`src/rtl/tick_timer_bank.sv`:
```
// tick_timer_bank: independent programmable tick channels (periodic or one-shot) with pause, restart and per-channel period writes.
module tick_timer_bank #(
    parameter int WIDTH          = 31,
    parameter int CHANNELS       = 4,
    parameter int CH_BITS        = 2,
    parameter int DEFAULT_PERIOD = 1_000_000
) (
    input  logic                i_clock,
    input  logic                i_reset_n,
    input  logic [CHANNELS-1:0] i_en,
    input  logic [CHANNELS-1:0] i_oneshot,
    input  logic [CHANNELS-1:0] i_start,
    input  logic                i_wr_en,
    input  logic [CH_BITS-1:0]  i_wr_ch,
    input  logic [WIDTH-1:0]    i_wr_period,
    output logic [CHANNELS-1:0] o_pulse,
    output logic [CHANNELS-1:0] o_busy
);
    for (genvar c = 0; c < CHANNELS; c++) begin : g_ch
        logic [WIDTH-1:0] r_cnt;
        logic [WIDTH-1:0] r_period;
        logic             r_armed;
        logic             r_pulse;
        logic             w_wr;
        logic             w_run;
        // out-of-range channel numbers never match any instance, so such writes fall through
        assign w_wr  = i_wr_en && (i_wr_ch == CH_BITS'(c));
        assign w_run = r_armed && i_en[c];
        always_ff @(posedge i_clock or negedge i_reset_n) begin
            if (!i_reset_n) begin
                r_cnt    <= '0;
                r_period <= WIDTH'(DEFAULT_PERIOD);
                r_armed  <= 1'b1;
                r_pulse  <= 1'b0;
            end else if (w_wr) begin
                r_period <= i_wr_period;
                r_cnt    <= '0;
                r_armed  <= 1'b1;
                r_pulse  <= 1'b0;
            end else if (i_start[c]) begin
                r_cnt    <= '0;
                r_armed  <= 1'b1;
                r_pulse  <= 1'b0;
            end else if (w_run && r_cnt == r_period) begin
                r_cnt    <= '0;
                r_pulse  <= 1'b1;
                if (i_oneshot[c])
                    r_armed <= 1'b0;
            end else if (w_run) begin
                r_cnt    <= r_cnt + 1'b1;
                r_pulse  <= 1'b0;
            end else begin
                r_pulse  <= 1'b0;
            end
        end
        assign o_pulse[c] = r_pulse;
        assign o_busy[c]  = r_armed;
    end
endmodule

```
`config.mk`:
```
export PLATFORM = sky130hd
export DESIGN_NAME = tick_timer_bank
export DESIGN_NICKNAME = d
export VERILOG_FILES = /design/src/rtl/tick_timer_bank.sv
export SDC_FILE = /design/constraint.sdc
export NUM_CORES = 1
export LEC_CHECK = 0
export CAP_MARGIN = 30
export CORE_ASPECT_RATIO = 1.75
export CORE_MARGIN = 1
export CORE_UTILIZATION = 55
export CTS_BUF_LIST = sky130_fd_sc_hd__clkbuf_16
export DETAILED_ROUTE_END_ITERATION = 8
export GPL_TIMING_DRIVEN = 1
export PLACE_DENSITY = 0.76
export SLEW_MARGIN = 20
export SYNTH_ARGS = -nofsm -noshare
export SYNTH_HDL_FRONTEND = slang
export SYNTH_SLANG_ARGS = --single-unit
```
`constraint.sdc`:
```
create_clock -name i_clock -period 1.8 [get_ports i_clock]
set_input_delay 0.27 -clock i_clock [delete_from_list [all_inputs] [get_ports i_clock]]
set_output_delay 0.27 -clock i_clock [all_outputs]
set_load 0.05 [all_outputs]
```
==> flow_summary.json, run 1 <==
{
  "syn_nets": 1265,
  "dieHeight_um": 204,
  "worstSetupPathType": "reg -> reg",
  "postRouteAntennaNets": 0,
  "seq_area_sq_um": 6460,
  "antenna_cells": 0,
  "netlist_area_sq_um": 12800,
  "final-setup-viol-count": 130,
  "yosys_warnings": 0,
  "place.gp.congestion": 0.930,
  "ys_ff_latch": 256,
  "fin_skew_ns": 0.0199,
  "crit_required_ns": 2.23,
  "stdcell_area_sq_um": 17400,
  "yosysTopAreaCell": "dfrtp_1",
  "cts_tree": "done",
  "fin_nets": 1549,
  "wl_per_cell_um": 22.4,
  "ys_async_sr_fraction": 1.00,
  "netlist_instances": 1213,
  "dp.cells": 1723,
  "hold_viol": 0,
  "tns_ns": -24.86,
  "period_needed_ns": 2.12,
  "ios": 56,
  "grt_max_degree": 54,
  "root_buffer": "clkbuf_16",
  "syn_to_final_growth_pct": 35.6,
  "fin_crit_sh": 1.18,
  "synth_top_area_share": 0.437,
  "final_common_cell": "buf_4",
  "grt_pass1_vias": 10800,
  "clock_latency_ns": 0.55,
  "place_area_sq_um": 15200,
  "start_util": 0.562,
  "antenna_found_initial": 0,
  "most-common-layout-cells": "221 x buf_4, 211 x dfrtp_1, 148 x nand2_1",
  "clockBufferDepth": 3,
  "viasPerCell": 5.94,
  "multi_input_area_sq_um": 7030,
  "p_total_mw": 14.2,
  "drc": 0,
  "violations": "setup timing",
  "grt_pass1_wl_um": 58000,
  "vias": 10800,
  "rsz0062_at_grt": "true",
  "instances_no_fill": 1815,
  "hpwl_um": 25800,
  "status": "finished with violations",
  "ys_seq_area_frac": 0.502,
  "cp-start-kind": "flip-flop",
  "routed_wl_um": 40600,
  "power_leakage_nw": 7.51,
  "synth_area_leaders": "dfrtp_1 44%, xor2_1 8.3%, mux2_2 8.2%",
  "drive_gt1_frac": 0.394,
  "die_width_um": 117,
  "numCtsBuffers": 25,
  "grt_use_total": 0.317,
  "die_area_sq_um": 24000,
  "worstMarginPinSlew_ns": 0.515,
  "fin_ws_ns": -0.320,
  "relSlewSlack": 0.655,
  "syn_area_per_cell_sq_um": 10.6,
  "powerDensity_nw_per_um2": 814,
  "fillers": 1371,
  "portBuffers": 55,
  "cts.sinks": 256,
  "synth_edf_count": 0,
  "grt_overflow_total": 0,
  "path_max_fanout": 6,
  "core_area_sq_um": 22800,
  "clkTransAtPathRegs_ns": 0.07,
  "drv_cap": 0,
  "slew_viol_final": 0,
  "drt_first_iter_violations": 768,
  "vdd_drop_max_mv": 0.840,
  "arrival_ns": 2.55,
  "dr.pass1.iters": 5,
  "hp-class": "in -> async",
  "rows": 73,
  "max_freq_mhz": 472,
  "ff2ff_setup_slack_ns": -0.32,
  "ys.flop_type": "dfrtp_1",
  "htreeDepth": 1,
  "finalHoldWorstSlack_ns": 0.252,
  "synth.lib_cells_used.distinct": 58,
  "cp-end-kind": "flip-flop"
}
## area by class of cell
cell class,instances,area share
Sequential cell,256,0.371
Multi-Input combinational cell,898,0.404
Clock inverter,20,0.00848
Clock buffer,25,0.0359
Tap cell,300,0.0216
Inverter,11,0.00237
Timing Repair Buffer,305,0.156
## cell families after synthesis
logic type               after synthesis  synth area share
adder cells (fa/ha/maj)                4           0.00390
XOR/XNOR                             227             0.155
multiplexers                          93            0.0816
AND/OR/NAND/NOR                      526             0.206
buffers and inverters                 59            0.0228
flip-flops                           256             0.502
AO/OA/AOI/OAI                         48            0.0285
## cell usage after synthesis (all sizes together), types with 14 or more instances
library cell	count
dfrtp	224
nand2	159
nor2	135
xor2	122
xnor2	105
mux2	93
nand4	55
nand3	54
dfstp	32
nor4	32
buf	24
clkbuf	24
and4	17
nor3	15
and3	14
## timing repair
action,CTS,global route
endpoints found under the setup margin,130,130
hold buffers,1,0
pin swaps,54,88
cloned,3,4
buffers inserted,20,22
endpoints found under the hold margin,38,0
resized for setup,86,171
## power by group
group / internal (mW) / switching (mW)
Clock: 2.81 / 2.33
Sequential: 6.37 / 0.472
Combinational: 1.08 / 1.11
Total: 10.3 / 3.91
## critical path, cell delays in order (launching register included)
cell	delay (ns)
dfrtp_1	0.41
buf_4	0.15
xnor2_1	0.20
nand4_1	0.18
nor4_4	0.35
buf_4	0.17
and4_4	0.28
a21oi_2	0.04
a31o_2	0.21
## flip-flops by register name (all words and copies together) (netlist names)
name and flops:
g_ch.r_cnt 124, g_ch.r_period 124, g_ch.r_armed 4, g_ch.r_pulse 4
## final timing paths
path / depth (start not counted) / from / endpoint
worst min-delay path: 2 / i_reset_n / g_ch[3].r_cnt[0]$_DFFE_PN0P_
max in group asynchronous: 3 / i_reset_n / g_ch[2].r_armed$_DFFE_PN1P_
worst max register to register: 8 / g_ch[1].r_cnt[18]$_DFFE_PN0P_ / g_ch[1].r_cnt[24]$_DFFE_PN0P_
min in group i_clock: 3 / i_oneshot[3] / g_ch[3].r_armed$_DFFE_PN1P_
worst max-delay path: 8 / g_ch[1].r_cnt[18]$_DFFE_PN0P_ / g_ch[1].r_cnt[24]$_DFFE_PN0P_
worst min register to register: 2 / g_ch[2].r_period[17]$_DFFE_PN1P_ / g_ch[2].r_period[17]$_DFFE_PN1P_
## per-layer routing
layer	up-vias	global-route usage	wire (um)
met2	502	0.559	20500
met4	0	0.241	3740
li1	4698	-	-
met3	201	0.0363	2380
met5	-	0	0
met1	5383	0.349	14100
## per-stage QoR
step | utilization | worst slack [ns]
floorplan | - | -0.125
global placement | 0.664 | -0.413
detailed placement | 0.664 | -0.457
CTS | 0.721 | -0.218
global route | 0.762 | -0.450
finish | 0.762 | -0.320
Note: power is estimated with default switching activity, not from simulation.
==> run 2, diff against run 1 <==
--- a/config.mk
+++ b/config.mk
@@ -17,3 +17,4 @@
 export SYNTH_ARGS = -nofsm -noshare
 export SYNTH_HDL_FRONTEND = slang
 export SYNTH_SLANG_ARGS = --single-unit
+export TNS_END_PERCENT = 1
==> constraint.sdc (replaced) <==
create_clock -name i_clock -period 1.9 [get_ports i_clock]
set_input_delay 0.285 -clock i_clock [delete_from_list [all_inputs] [get_ports i_clock]]
set_output_delay 0.285 -clock i_clock [all_outputs]
set_load 0.05 [all_outputs]
==> run 2 against run 1 <==
The flow still finishes with violations (setup timing). Via count fell by 8.1%. Power fell by 7.7%. Highest routed layer unchanged. Maximum frequency rose by 1.7%. Clock skew fell by 0.0050 ns. Global-route usage fell by 2.1 points. Largest power group unchanged.
==> flow_summary.json, run 2 (synthesis results as in run 1) <==
{
  "status": "finished with violations",
  "violations": "setup timing",
  "core_area_sq_um": 22800,
  "cp-start-kind": "flip-flop",
  "root_buffer": "clkbuf_16",
  "max_freq_mhz": 480,
  "arrival_ns": 2.52,
  "clockPowerShare": 0.368,
  "clock_latency_ns": 0.55,
  "path_buf_inv": 0,
  "path_depth": 6,
  "die_area_sq_um": 24000,
  "grt_use_total": 0.296,
  "numCtsBuffers": 25,
  "vdd_drop_max_mv": 0.850,
  "fin_ws_ns": -0.184,
  "crit_required_ns": 2.34,
  "drive_gt1_frac": 0.283,
  "rsz0062_at_grt": "true",
  "postRouteAntennaNets": 0,
  "rr_worst_depth": 6,
  "seqPwrFrac": 0.491,
  "cp-end-kind": "flip-flop",
  "critPathSlowestCell": "or4_4",
  "antenna_found_initial": 0,
  "fin_nets": 1471,
  "clkTransAtPathRegs_ns": 0.07,
  "p_switching_mw": 3.45,
  "hpwl_um": 24900,
  "viasPerCell": 5.70,
  "drv_cap": 0,
  "fillers": 1687,
  "grt_overflow_total": 0,
  "pre_cts_ws_ns": -0.398,
  "antenna_cells": 0,
  "power_leakage_nw": 7.05,
  "place_area_sq_um": 14900,
  "hold_viol": 0,
  "worstMarginPinSlew_ns": 0.580,
  "dr.pass1.iters": 4,
  "relSlewSlack": 0.611,
  "fin_crit_sh": 1.10,
  "finalHoldWorstSlack_ns": 0.229,
  "htreeDepth": 1,
  "cts_tree": "done",
  "clockBufferDepth": 3,
  "drc": 0,
  "combPwrFrac": 0.141,
  "cp_cell_sequence": "xor2_1 > or4_4 > nor4_4 > a21o_1 > nor4b_1 > a21o_1",
  "ios": 56,
  "drt_first_iter_violations": 478,
  "path_max_fanout": 4,
  "p_int_mw": 9.63,
  "place.gp.congestion": 0.898,
  "fin_skew_ns": 0.0149,
  "grt_pass1_wl_um": 54800,
  "powerDensity_nw_per_um2": 820,
  "portBuffers": 55,
  "cts.sinks": 256,
  "final-setup-viol-count": 58,
  "start_util": 0.562,
  "most-common-layout-cells": "217 x dfrtp_1, 159 x buf_4, 156 x nand2_1",
  "syn_to_final_growth_pct": 24.2,
  "crit_path_max_incr_delay_ns": 0.56,
  "die_width_um": 117,
  "crit_family": "simple AND/OR/NAND/NOR gates",
  "dieHeight_um": 204,
  "wl_per_cell_um": 19.7,
  "worstSetupPathType": "reg -> reg",
  "reg.largest.list": "g_ch.r_cnt (124), g_ch.r_period (124)",
  "slew_viol_final": 0,
  "worstSetupStartpoint": "g_ch[2].r_period[20]$_DFFE_PN0P_",
  "r2r_start": "g_ch[2].r_period[20]$_DFFE_PN0P_",
  "rows": 73,
  "swShare": 0.264,
  "crit_path_frequent_cell": "a21o_1",
  "final_common_cell": "dfrtp_1",
  "grt_max_degree": 45,
  "grt_pass1_vias": 10300,
  "routed_wl_um": 34200,
  "ff2ff_setup_slack_ns": -0.18,
  "hp-class": "in -> async",
  "vias": 9910,
  "stdcell_area_sq_um": 15900,
  "period_needed_ns": 2.08
}
-- run 2: cell count changes in the layout (fill, tap and decap cells not counted), sizes merged --
cell         previous run  this run
inv                    18        21
dlygate4sd2             3         4
a21o                    7         8
clkinvlp                2         1
clkbuf                 28        25
buf                   252       175
clkinv                  9         8
-- run 2: worst paths after layout --
path	endpoint
min in group i_clock	g_ch[3].r_armed$_DFFE_PN1P_
min reg2reg	g_ch[2].r_period[17]$_DFFE_PN1P_
max	g_ch[2].r_cnt[28]$_DFFE_PN0P_
min	g_ch[1].r_cnt[27]$_DFFE_PN0P_
max reg2reg	g_ch[2].r_cnt[28]$_DFFE_PN0P_
max in group asynchronous	g_ch[1].r_period[6]$_DFFE_PN1P_
-- run 2: metal layers --
layer  global-route usage  wire length [um]  share of wire  up-vias
li1                     -                 -              -     4564
met1                0.340             13100           0.38     4963
met2                0.522             17600           0.51      274
met3               0.0340              1280          0.037      109
met4                0.194              2260          0.066        0
met5                    0                 0              0        -
-- run 2: worst register-to-register path, delay by kind of cell (launching register included) --
kind / cells / cell delay (ns)
simple gates: 3 / 0.97
flops: 1 / 0.40
compound gates: 2 / 0.43
xor+xnor: 1 / 0.18
-- run 2: power groups by stage --
stage / registers, mW / clock network [mW] / logic, mW
2_1_floorplan: 6.39 / 0 / 1.05
3_3_place_gp: 6.48 / 0 / 1.68
3_5_place_dp: 6.51 / 0 / 1.74
4_1_cts: 6.42 / 4.87 / 1.81
5_1_grt: 6.48 / 5.07 / 2.00
6_report: 6.42 / 4.82 / 1.84
-- run 2: metrics by stage --
step / power, mW / cells / setup TNS [ns] / util
after floorplan: 7.44 / 1213 / -0.674 / -
after global placement: 8.17 / 1687 / -38.92 / 0.652
after detailed placement: 8.24 / 1687 / -43.55 / 0.652
after CTS: 13.1 / 1737 / -4.86 / 0.692
after global routing: 13.6 / 1738 / -11.05 / 0.698
final: 13.1 / 1738 / -4.11 / 0.698
-- run 2: layout make-up --
| class | instances | area [sq um] | share of cell area |
|---|---|---|---|
| clock buffer | 25 | 626 | 0.0392 |
| multi-input combinational | 899 | 6320 | 0.397 |
| sequential | 256 | 6450 | 0.405 |
| clock inverter | 21 | 146 | 0.00918 |
| inverter | 11 | 41.3 | 0.00259 |
| timing repair buffer | 226 | 1970 | 0.124 |
| tap | 300 | 375 | 0.0235 |
-- run 2: timing repair --
item / in CTS / in global routing
pin swaps: 26 / 13
cloned: 1 / 0
resized for setup: 28 / 35
setup buffers: 2 / 1
endpoints found under the hold margin: 97 / 0
setup endpoints to repair: 107 / 127
hold buffers: 1 / 0
==> run 3, diff against run 2 <==
--- a/config.mk
+++ b/config.mk
@@ -7,13 +7,12 @@
 export LEC_CHECK = 0
 export CAP_MARGIN = 30
 export CORE_ASPECT_RATIO = 1.75
-export CORE_MARGIN = 1
+export CORE_MARGIN = 5
 export CORE_UTILIZATION = 55
 export CTS_BUF_LIST = sky130_fd_sc_hd__clkbuf_16
 export DETAILED_ROUTE_END_ITERATION = 8
 export GPL_TIMING_DRIVEN = 1
 export PLACE_DENSITY = 0.76
-export SLEW_MARGIN = 20
 export SYNTH_ARGS = -nofsm -noshare
 export SYNTH_HDL_FRONTEND = slang
 export SYNTH_SLANG_ARGS = --single-unit
==> run 3 against run 2 <==
The flow still finishes with violations (setup timing). Maximum frequency increased by 3.7%. Via count grew 0.12%. Critical path depth stayed put. Clock power down 4%. Sequential power hardly changed. Cell count is 1.0% higher. Combinational power is essentially flat. Design area grew 0.79%. Utilization fell by 0.40 points. Register-to-register slack improved by 0.07 ns.
==> flow_summary.json, run 3 (synthesis results as in run 1) <==
{
  "instances_no_fill": 1756,
  "rows": 74,
  "antenna_cells": 0,
  "dr.pass1.iters": 8,
  "reg.largest.list": "g_ch.r_cnt (124), g_ch.r_period (124)",
  "place.gp.congestion": 0.920,
  "fin_nets": 1486,
  "fin_skew_ns": 0.0122,
  "clock_latency_ns": 0.53,
  "fillers": 1693,
  "path_max_fanout": 11,
  "violations": "setup timing",
  "htreeDepth": 1,
  "slew_viol_final": 0,
  "cp-start-kind": "flip-flop",
  "final_common_cell": "dfrtp_1",
  "hpwl_um": 25200,
  "grt_pass1_wl_um": 54400,
  "power_leakage_nw": 7.15,
  "drive_gt1_frac": 0.297,
  "core_area_sq_um": 23100,
  "crit_family": "simple AND/OR/NAND/NOR gates",
  "syn_to_final_growth_pct": 25.2,
  "rsz0062_at_grt": "true",
  "ios": 56,
  "dp.cells": 1703,
  "path_buf_inv": 1,
  "tns_ns": -3.02,
  "clockBufferDepth": 3,
  "cp-end-kind": "flip-flop",
  "vdd_drop_max_mv": 0.789,
  "cts.sinks": 256,
  "antenna_found_initial": 0,
  "arrival_ns": 2.43,
  "dieHeight_um": 212,
  "wl_per_cell_um": 19.7,
  "cts_tree": "done",
  "most-common-layout-cells": "222 x dfrtp_1, 179 x buf_4, 154 x nand2_1",
  "die_width_um": 125,
  "hold_viol": 0,
  "powerDensity_nw_per_um2": 801,
  "finalHoldWorstSlack_ns": 0.249,
  "root_buffer": "clkbuf_16",
  "cp_cell_sequence": "xor2_1 > or4_4 > nor4_4 > a21o_2 > buf_4 > nor2_1",
  "die_area_sq_um": 26600,
  "numCtsBuffers": 24,
  "period_needed_ns": 2.01,
  "viasPerCell": 5.65,
  "fin_crit_sh": 1.06,
  "max_freq_mhz": 498,
  "status": "finished with violations",
  "worstSetupPathType": "reg -> reg",
  "final-setup-viol-count": 47,
  "routed_wl_um": 34600,
  "grt_overflow_total": 0,
  "worstMarginPinSlew_ns": 0.500,
  "drc": 0,
  "portBuffers": 55,
  "crit_required_ns": 2.32,
  "grt_max_degree": 58,
  "relSlewSlack": 0.668,
  "drv_cap": 0,
  "start_util": 0.554,
  "grt_pass1_vias": 10200,
  "hp-class": "in -> async",
  "fin_ws_ns": -0.110,
  "vias": 9922,
  "postRouteAntennaNets": 0,
  "grt_use_total": 0.259,
  "drt_first_iter_violations": 660,
  "crit_path_max_incr_delay_ns": 0.55,
  "clkTransAtPathRegs_ns": 0.07,
  "critPathSlowestCell": "or4_4"
}
-- run 3: path summary, 6_finish.rpt --
| path | from | to | cells after the start | slack [ns] |
|---|---|---|---|---|
| min in group i_clock | i_oneshot[2] | g_ch[2].r_armed$_DFFE_PN1P_ | 3 | 0.35 |
| worst max-delay path | g_ch[2].r_cnt[8]$_DFFE_PN0P_ | g_ch[2].r_cnt[14]$_DFFE_PN0P_ | 6 | -0.11 |
| worst min-delay path | i_reset_n | g_ch[1].r_cnt[2]$_DFFE_PN0P_ | 2 | 0.25 |
| worst max register to register | g_ch[2].r_cnt[8]$_DFFE_PN0P_ | g_ch[2].r_cnt[14]$_DFFE_PN0P_ | 6 | -0.11 |
| max in group asynchronous | i_reset_n | g_ch[2].r_period[17]$_DFFE_PN1P_ | 3 | 0.97 |
| worst min register to register | g_ch[2].r_period[9]$_DFFE_PN1P_ | g_ch[2].r_period[9]$_DFFE_PN1P_ | 2 | 0.47 |
-- run 3: power by group --
part           switching (mW)  internal, mW  total (mW)  leakage, nW
Combinational           0.897         0.931        1.83         3.49
Sequential              0.393          6.03        6.42         3.27
Clock                    2.10          2.51        4.62        0.393
-- run 3: cell type report --
type / count / area (sq um) / share of cell area
flip-flops and latches: 256 / 6450 / 0.401
multi-input cells: 898 / 6390 / 0.397
repair buffers: 243 / 2080 / 0.129
clock buffers: 25 / 626 / 0.0389
well taps: 304 / 380 / 0.0237
clock inverters: 19 / 109 / 0.00678
inverters: 11 / 41.3 / 0.00257
-- run 3: metrics by stage --
stage	util	area [sq um]	power, mW	setup WS [ns]
floorplan	-	12800	7.44	-0.0253
detailed placement	0.646	14900	8.23	-0.516
global route	0.694	16100	13.3	-0.259
finish	0.694	16100	12.9	-0.110
CTS	0.683	15800	12.9	-0.151
global placement	0.646	14900	8.16	-0.474
-- run 3: timing repair --
action	4_1_cts	5_1_grt
cloned	0	0
hold buffers	1	0
endpoints found under the setup margin	87	128
buffers inserted	3	5
endpoints found under the hold margin	39	0
resized for setup	27	53
pin swaps	12	22
-- run 3: per-layer routing --
metal / vias to the layer above / share of wire / track usage / routed length (um)
li1: 4587 / - / - / -
met4: 0 / 0.061 / 0.145 / 2120
met1: 4915 / 0.37 / 0.302 / 12900
met2: 305 / 0.53 / 0.463 / 18200
met3: 115 / 0.041 / 0.0266 / 1420
met5: - / 0 / 0 / 0
-- run 3: worst register-to-register path: stages (launching register included) --
cell and delay [ns]:
dfrtp_1 0.39, xor2_1 0.19, or4_4 0.55, nor4_4 0.25, a21o_2 0.24, buf_4 0.20, nor2_1 0.07
